[src/rtl/clk_div_pkg.sv]
// Shared types and defaults for the multi-channel clock divider.
// Imported by clk_div_chan and clk_div_multi.
package clk_div_pkg;

    typedef enum logic {
        MODE_TOGGLE = 1'b0,
        MODE_PULSE  = 1'b1
    } div_mode_t;

    localparam int DEF_CNT_W        = 27;
    localparam int DEF_HALF_50M_1HZ = 25000000;

    function automatic logic [31:0] clamp_half(input logic [31:0] h);
        return (h == 32'd0) ? 32'd1 : h;
    endfunction

endpackage

[src/rtl/clk_div_chan.sv]
// One divider channel: counter, shadow/active period and mode, registered outputs.
// Shadow values move to active only at a terminal count, or at once while disabled.
module clk_div_chan
    import clk_div_pkg::*;
#(
    parameter int CNT_W    = DEF_CNT_W,
    parameter int DEF_HALF = DEF_HALF_50M_1HZ
) (
    input  logic             clk,
    input  logic             rst,
    input  logic             en,
    input  logic             wr_en,
    input  logic [CNT_W-1:0] wr_half,
    input  div_mode_t        wr_mode,
    output logic             low_clock,
    output logic             tick
);

    localparam logic [CNT_W-1:0] RST_HALF = CNT_W'(DEF_HALF);

    logic [CNT_W-1:0] cnt_q, cnt_d;
    logic [CNT_W-1:0] act_half_q, act_half_d;
    logic [CNT_W-1:0] sh_half_q, sh_half_d;
    div_mode_t        mode_q, mode_d;
    div_mode_t        sh_mode_q, sh_mode_d;
    logic             low_q, low_d;
    logic             tick_q, tick_d;
    logic [CNT_W-1:0] new_half;
    logic             term;

    assign new_half = CNT_W'(clamp_half(32'(wr_half)));
    assign term     = (cnt_q == act_half_q - CNT_W'(1));

    always_comb begin
        cnt_d      = cnt_q;
        act_half_d = act_half_q;
        sh_half_d  = sh_half_q;
        mode_d     = mode_q;
        sh_mode_d  = sh_mode_q;
        low_d      = low_q;
        tick_d     = 1'b0;

        if (wr_en) begin
            sh_half_d = new_half;
            sh_mode_d = wr_mode;
        end

        if (!en) begin
            if (wr_en) begin
                act_half_d = new_half;
                mode_d     = wr_mode;
                cnt_d      = '0;
            end
        end else if (term) begin
            cnt_d      = '0;
            tick_d     = 1'b1;
            act_half_d = sh_half_d;
            mode_d     = sh_mode_d;
            // leaving PULSE for TOGGLE starts the square wave low
            if (mode_q == MODE_TOGGLE) begin
                low_d = ~low_q;
            end else begin
                low_d = (sh_mode_d == MODE_PULSE);
            end
        end else begin
            cnt_d = cnt_q + CNT_W'(1);
            if (mode_q == MODE_PULSE) begin
                low_d = 1'b0;
            end
        end
    end

    always_ff @(posedge clk or posedge rst) begin
        if (rst) begin
            cnt_q      <= '0;
            act_half_q <= RST_HALF;
            sh_half_q  <= RST_HALF;
            mode_q     <= MODE_TOGGLE;
            sh_mode_q  <= MODE_TOGGLE;
            low_q      <= 1'b0;
            tick_q     <= 1'b0;
        end else begin
            cnt_q      <= cnt_d;
            act_half_q <= act_half_d;
            sh_half_q  <= sh_half_d;
            mode_q     <= mode_d;
            sh_mode_q  <= sh_mode_d;
            low_q      <= low_d;
            tick_q     <= tick_d;
        end
    end

    assign low_clock = low_q;
    assign tick      = tick_q;

endmodule

[src/rtl/clk_div_multi.sv]
// Multi-channel programmable clock divider / tick generator.
// Top holds the config decode and the ack/err registers only.
module clk_div_multi
    import clk_div_pkg::*;
#(
    parameter int NUM_CH   = 4,
    parameter int CNT_W    = DEF_CNT_W,
    parameter int DEF_HALF = DEF_HALF_50M_1HZ,
    parameter int CH_W     = (NUM_CH > 1) ? $clog2(NUM_CH) : 1
) (
    input  logic              speed_clock,
    input  logic              reset,
    input  logic [NUM_CH-1:0] enable,
    input  logic              cfg_we,
    input  logic [CH_W-1:0]   cfg_ch,
    input  logic [CNT_W-1:0]  cfg_half,
    input  logic              cfg_mode,
    output logic              cfg_ack,
    output logic              cfg_err,
    output logic [NUM_CH-1:0] low_clock,
    output logic [NUM_CH-1:0] tick
);

    logic [31:0]       ch_ext;
    logic              ch_bad;
    logic [NUM_CH-1:0] ch_we;
    logic              ack_q, ack_d;
    logic              err_q, err_d;

    assign ch_ext = 32'(cfg_ch);
    assign ch_bad = (ch_ext >= 32'(NUM_CH));

    always_comb begin
        ack_d = cfg_we;
        err_d = cfg_we & ch_bad;
    end

    always_ff @(posedge speed_clock or posedge reset) begin
        if (reset) begin
            ack_q <= 1'b0;
            err_q <= 1'b0;
        end else begin
            ack_q <= ack_d;
            err_q <= err_d;
        end
    end

    assign cfg_ack = ack_q;
    assign cfg_err = err_q;

    for (genvar i = 0; i < NUM_CH; i++) begin : g_ch
        assign ch_we[i] = cfg_we & (ch_ext == 32'(i));

        clk_div_chan #(
            .CNT_W    (CNT_W),
            .DEF_HALF (DEF_HALF)
        ) u_chan (
            .clk       (speed_clock),
            .rst       (reset),
            .en        (enable[i]),
            .wr_en     (ch_we[i]),
            .wr_half   (cfg_half),
            .wr_mode   (div_mode_t'(cfg_mode)),
            .low_clock (low_clock[i]),
            .tick      (tick[i])
        );
    end

endmodule

[config.mk]
export PLATFORM = sky130hd
export DESIGN_NAME = clk_div_multi
export DESIGN_NICKNAME = d
export VERILOG_FILES = /design/src/rtl/clk_div_pkg.sv /design/src/rtl/clk_div_chan.sv /design/src/rtl/clk_div_multi.sv
export SDC_FILE = /design/constraint.sdc
export NUM_CORES = 1
export LEC_CHECK = 0
export ABC_CLOCK_PERIOD_IN_PS = 14610
export CAP_MARGIN = 40
export CELL_PAD_IN_SITES_DETAIL_PLACEMENT = 1
export CELL_PAD_IN_SITES_GLOBAL_PLACEMENT = 1
export CORE_MARGIN = 3
export CORE_UTILIZATION = 39
export DETAILED_ROUTE_END_ITERATION = 10
export HOLD_SLACK_MARGIN = 0.05
export PLACE_DENSITY = 0.72
export RECOVER_POWER = 100
export SETUP_SLACK_MARGIN = 0.4
export SYNTH_ARGS = -nofsm -noshare
export SYNTH_HDL_FRONTEND = slang
export SYNTH_SLANG_ARGS = --single-unit
[constraint.sdc]
create_clock -name speed_clock -period 14.61 [get_ports speed_clock]
set_input_delay 2.922 -clock speed_clock [delete_from_list [all_inputs] [get_ports speed_clock]]
set_output_delay 2.922 -clock speed_clock [all_outputs]
set_load 0.02 [all_outputs]
==> impl_metrics.toml <==
[die]
dieArea_um2 = 54200
die_w_um = 233
initial_utilization_pct = 39.7
rows = 82
pin_count = 47
core_area_um2 = 50500
die_h_um = 233

[worst_setup_path]
end_kind = "asynchronous set/reset pin"
crit_family = "buffers and inverters"
cp.arrival_ps = 7770
path_buf_inv = 5
max_stage_delay_ps = 2420
slowest_stage = "clkinvlp_2"
crit_required_ps = 15290
path_cells = "dlygate4sd3_1, clkinvlp_2, buf_12, clkbuf_1, buf_16"
path_class = "in2async"
crit_path_max_fanout = 179
crit_path_start_kind = "primary input"

[sta]
setup_ws_ps = 7520
fmax_mhz = 141
maxSlewHeadroom_pct = -191
rsz0062_at_grt = "false"
hold_violations = 0
min_period_ps = 7090
fin_crit_sh_pct = 48.6
slew_viol_final = 431
tightest_slew_ps = 4340
finalSetupTns_ps = 0
finalSetupViolCount = 0
clock_skew_ps = 17.7

[placement]
pre_cts_ws_ps = 9010
gp_congestion = 0.879
dp_hpwl_mm = 42.7
numPortBuffers = 45

[finish]
antennaDiodeCount = 0
mostFrequentLayoutCells = "435 x nand2_1, 245 x dfrtp_1, 130 x nor2_1, 96 x dfstp_2, 95 x nand3_1"
fin_nets = 2292
final_common_cell = "nand2_1"
syn_to_final_growth_pct = 11.4
drive_above_1_share_pct = 12.4

[run_status]
status = "finished, violations left"
failed_checks = "max-capacitance violations, max-slew violations"

[drt]
drt_wl_total_mm = 63.5
viasPerCell = 6.02
wl_per_cell_um = 21.5
detail-route-antenna-nets = 0
post-route-drc-count = 0
drtPass1Iterations = 5
dr.first_iter.drc_count = 1279
vias = 17759

[clock_tree]
cts_hold_buf = 0
htree_levels = 2
cts_num_sinks = 341
clk_transition_reported_paths_ps = 60
tritoncts = "done"
cts_root_buf = "clkbuf_16"
cts_resized = 0
clock_latency_ps = 570
clockBufferDepth = 3
cts_setup_buffers = 0
numCtsBuffers = 41

[synth]
synth-edff-count = 0
synth-compound-area-share_pct = 18.2
yosysUniqueCellTypes = 85
synth-main-ff-cell = "dfrtp_1"
yosys.area_share.xor_xnor_pct = 6.62
synthSimpleGateAreaFrac_pct = 25.8
synth_fp_nets = 2350
synth_area_um2 = 20000
async_reset_ff_share_pct = 100
synthCells = 2305
synth_top_family_by_area = "simple AND/OR/NAND/NOR gates"
post_synth.cell_area_avg_um2 = 8.70
synth_fa_ha_area_share_pct = 0.499
ys_warn_count = 0
synthMuxAreaShare_pct = 0.818
synth_seq_cells = 341
yosysSeqAreaShare_pct = 43.2

[power]
internal_power_uw = 1890
p_clk_share_pct = 39.8
peakVddDrop_uv = 63.4
power_frac_comb_pct = 14.5
p_sw_share_pct = 29.5
seq_power_share_pct = 45.7
p_switching_uw = 792
p_leak_uw = 0.00877
power.density_nw_per_um2 = 120

[grt]
antenna_found_initial = 1
grt.overflow.total = 0
grt_pass1_vias = 18455
grt_pass1_wl_mm = 102
grt_max_degree = 180
grt_use_total_pct = 23.4

[flow_run]
cap_violations = 10

[hold_path]
hold_path.class = "reg2reg"
-- worst paths after layout --
| kind | slack (ps) | depth (start not counted) | end | startpoint |
|---|---|---|---|---|
| worst max-delay path | 7520 | 5 | g_ch[2].u_chan.act_half_q[13] | reset |
| worst min-delay path | 460 | 2 | g_ch[3].u_chan.sh_half_q[14] | g_ch[3].u_chan.sh_half_q[14] |
| worst max register to register | 9020 | 9 | g_ch[2].u_chan.act_half_q[14] | g_ch[2].u_chan.act_half_q[3] |
| worst min register to register | 460 | 2 | g_ch[3].u_chan.sh_half_q[14] | g_ch[3].u_chan.sh_half_q[14] |
| max in group speed_clock | 7540 | 7 | g_ch[2].u_chan.act_half_q[14] | cfg_ch[0] |
| min in group asynchronous | 4140 | 2 | g_ch[1].u_chan.cnt_q[5] | reset |
-- Yosys cell counts (all sizes together) (33+ instances only) --
master  count  area, um^2
clkbuf    154         589
dfrtp     245        6130
nand4      35         219
nor2      132         512
xor2       61         534
o22ai      60         375
o21ai      89         445
nor4       57         399
nand2     435        1630
o221a      52         586
nand3      95         475
xnor2      88         771
dfstp      96        2520
inv        46         173
or2        36         225
nor3       72         360
a21oi      72         360
buf        33         200
or3        51         319
-- registers in the layout, summed over array words and instances (netlist names) --
signal                  count
g_ch.u_chan.sh_mode_q       4
g_ch.u_chan.cnt_q         108
g_ch.u_chan.sh_half_q     108
cfg_ack                     1
g_ch.u_chan.mode_q          4
g_ch.u_chan.tick            4
g_ch.u_chan.low_clock       4
g_ch.u_chan.act_half_q    108
-- logic make-up after synthesis --
kind of cell               count (synthesis)
other                                      1
adders and majority gates                  8
DFF                                      341
and+or+nand+nor                         1056
muxes                                     16
AOI/OAI and AO/OA                        500
buffers and inverters                    233
xor gates and xnor gates                 150
-- worst min-delay path, stage by stage (launching register included) --
cell	delay [ps]
dfstp_2	370
nand2_1	50
nand2_1	40
-- cell type report --
type,instances,area [um^2]
clock buffer,62,1280
sequential,341,8650
multi-input combinational,1731,10500
inverter,46,174
clock inverter,14,134
timing repair buffer,86,776
fill,5820,28200
tap,672,841
-- per-layer routing --
| metal | vias up | part of all wire (%) | global-route usage (%) |
|---|---|---|---|
| li1 | 8218 | - | - |
| met2 | 332 | 48 | 39.9 |
| met5 | - | 0 | 0 |
| met1 | 9092 | 45 | 30.8 |
| met4 | 0 | 3.1 | 8.18 |
| met3 | 117 | 3.6 | 2.71 |
-- power groups by stage --
stage / Clock (uW) / Combinational (uW) / Sequential [uW]
3_3_place_gp: 0 / 367 / 1230
5_1_grt: 1130 / 439 / 1240
4_1_cts: 1090 / 394 / 1230
6_report: 1070 / 390 / 1220
2_1_floorplan: 0 / 323 / 1160
3_5_place_dp: 0 / 391 / 1240
-- metrics by stage --
step	utilization, %	hold slack, ps	power, uW	area (um^2)	instances
2_1_floorplan	-	439	1490	20000	2305
3_3_place_gp	41.4	446	1600	20900	2868
3_5_place_dp	41.7	450	1630	21000	2876
4_1_cts	44.5	461	2710	22400	2952
5_1_grt	44.2	478	2810	22300	2952
6_report	44.2	461	2680	22300	2952
(Power assumes the default switching activity.)
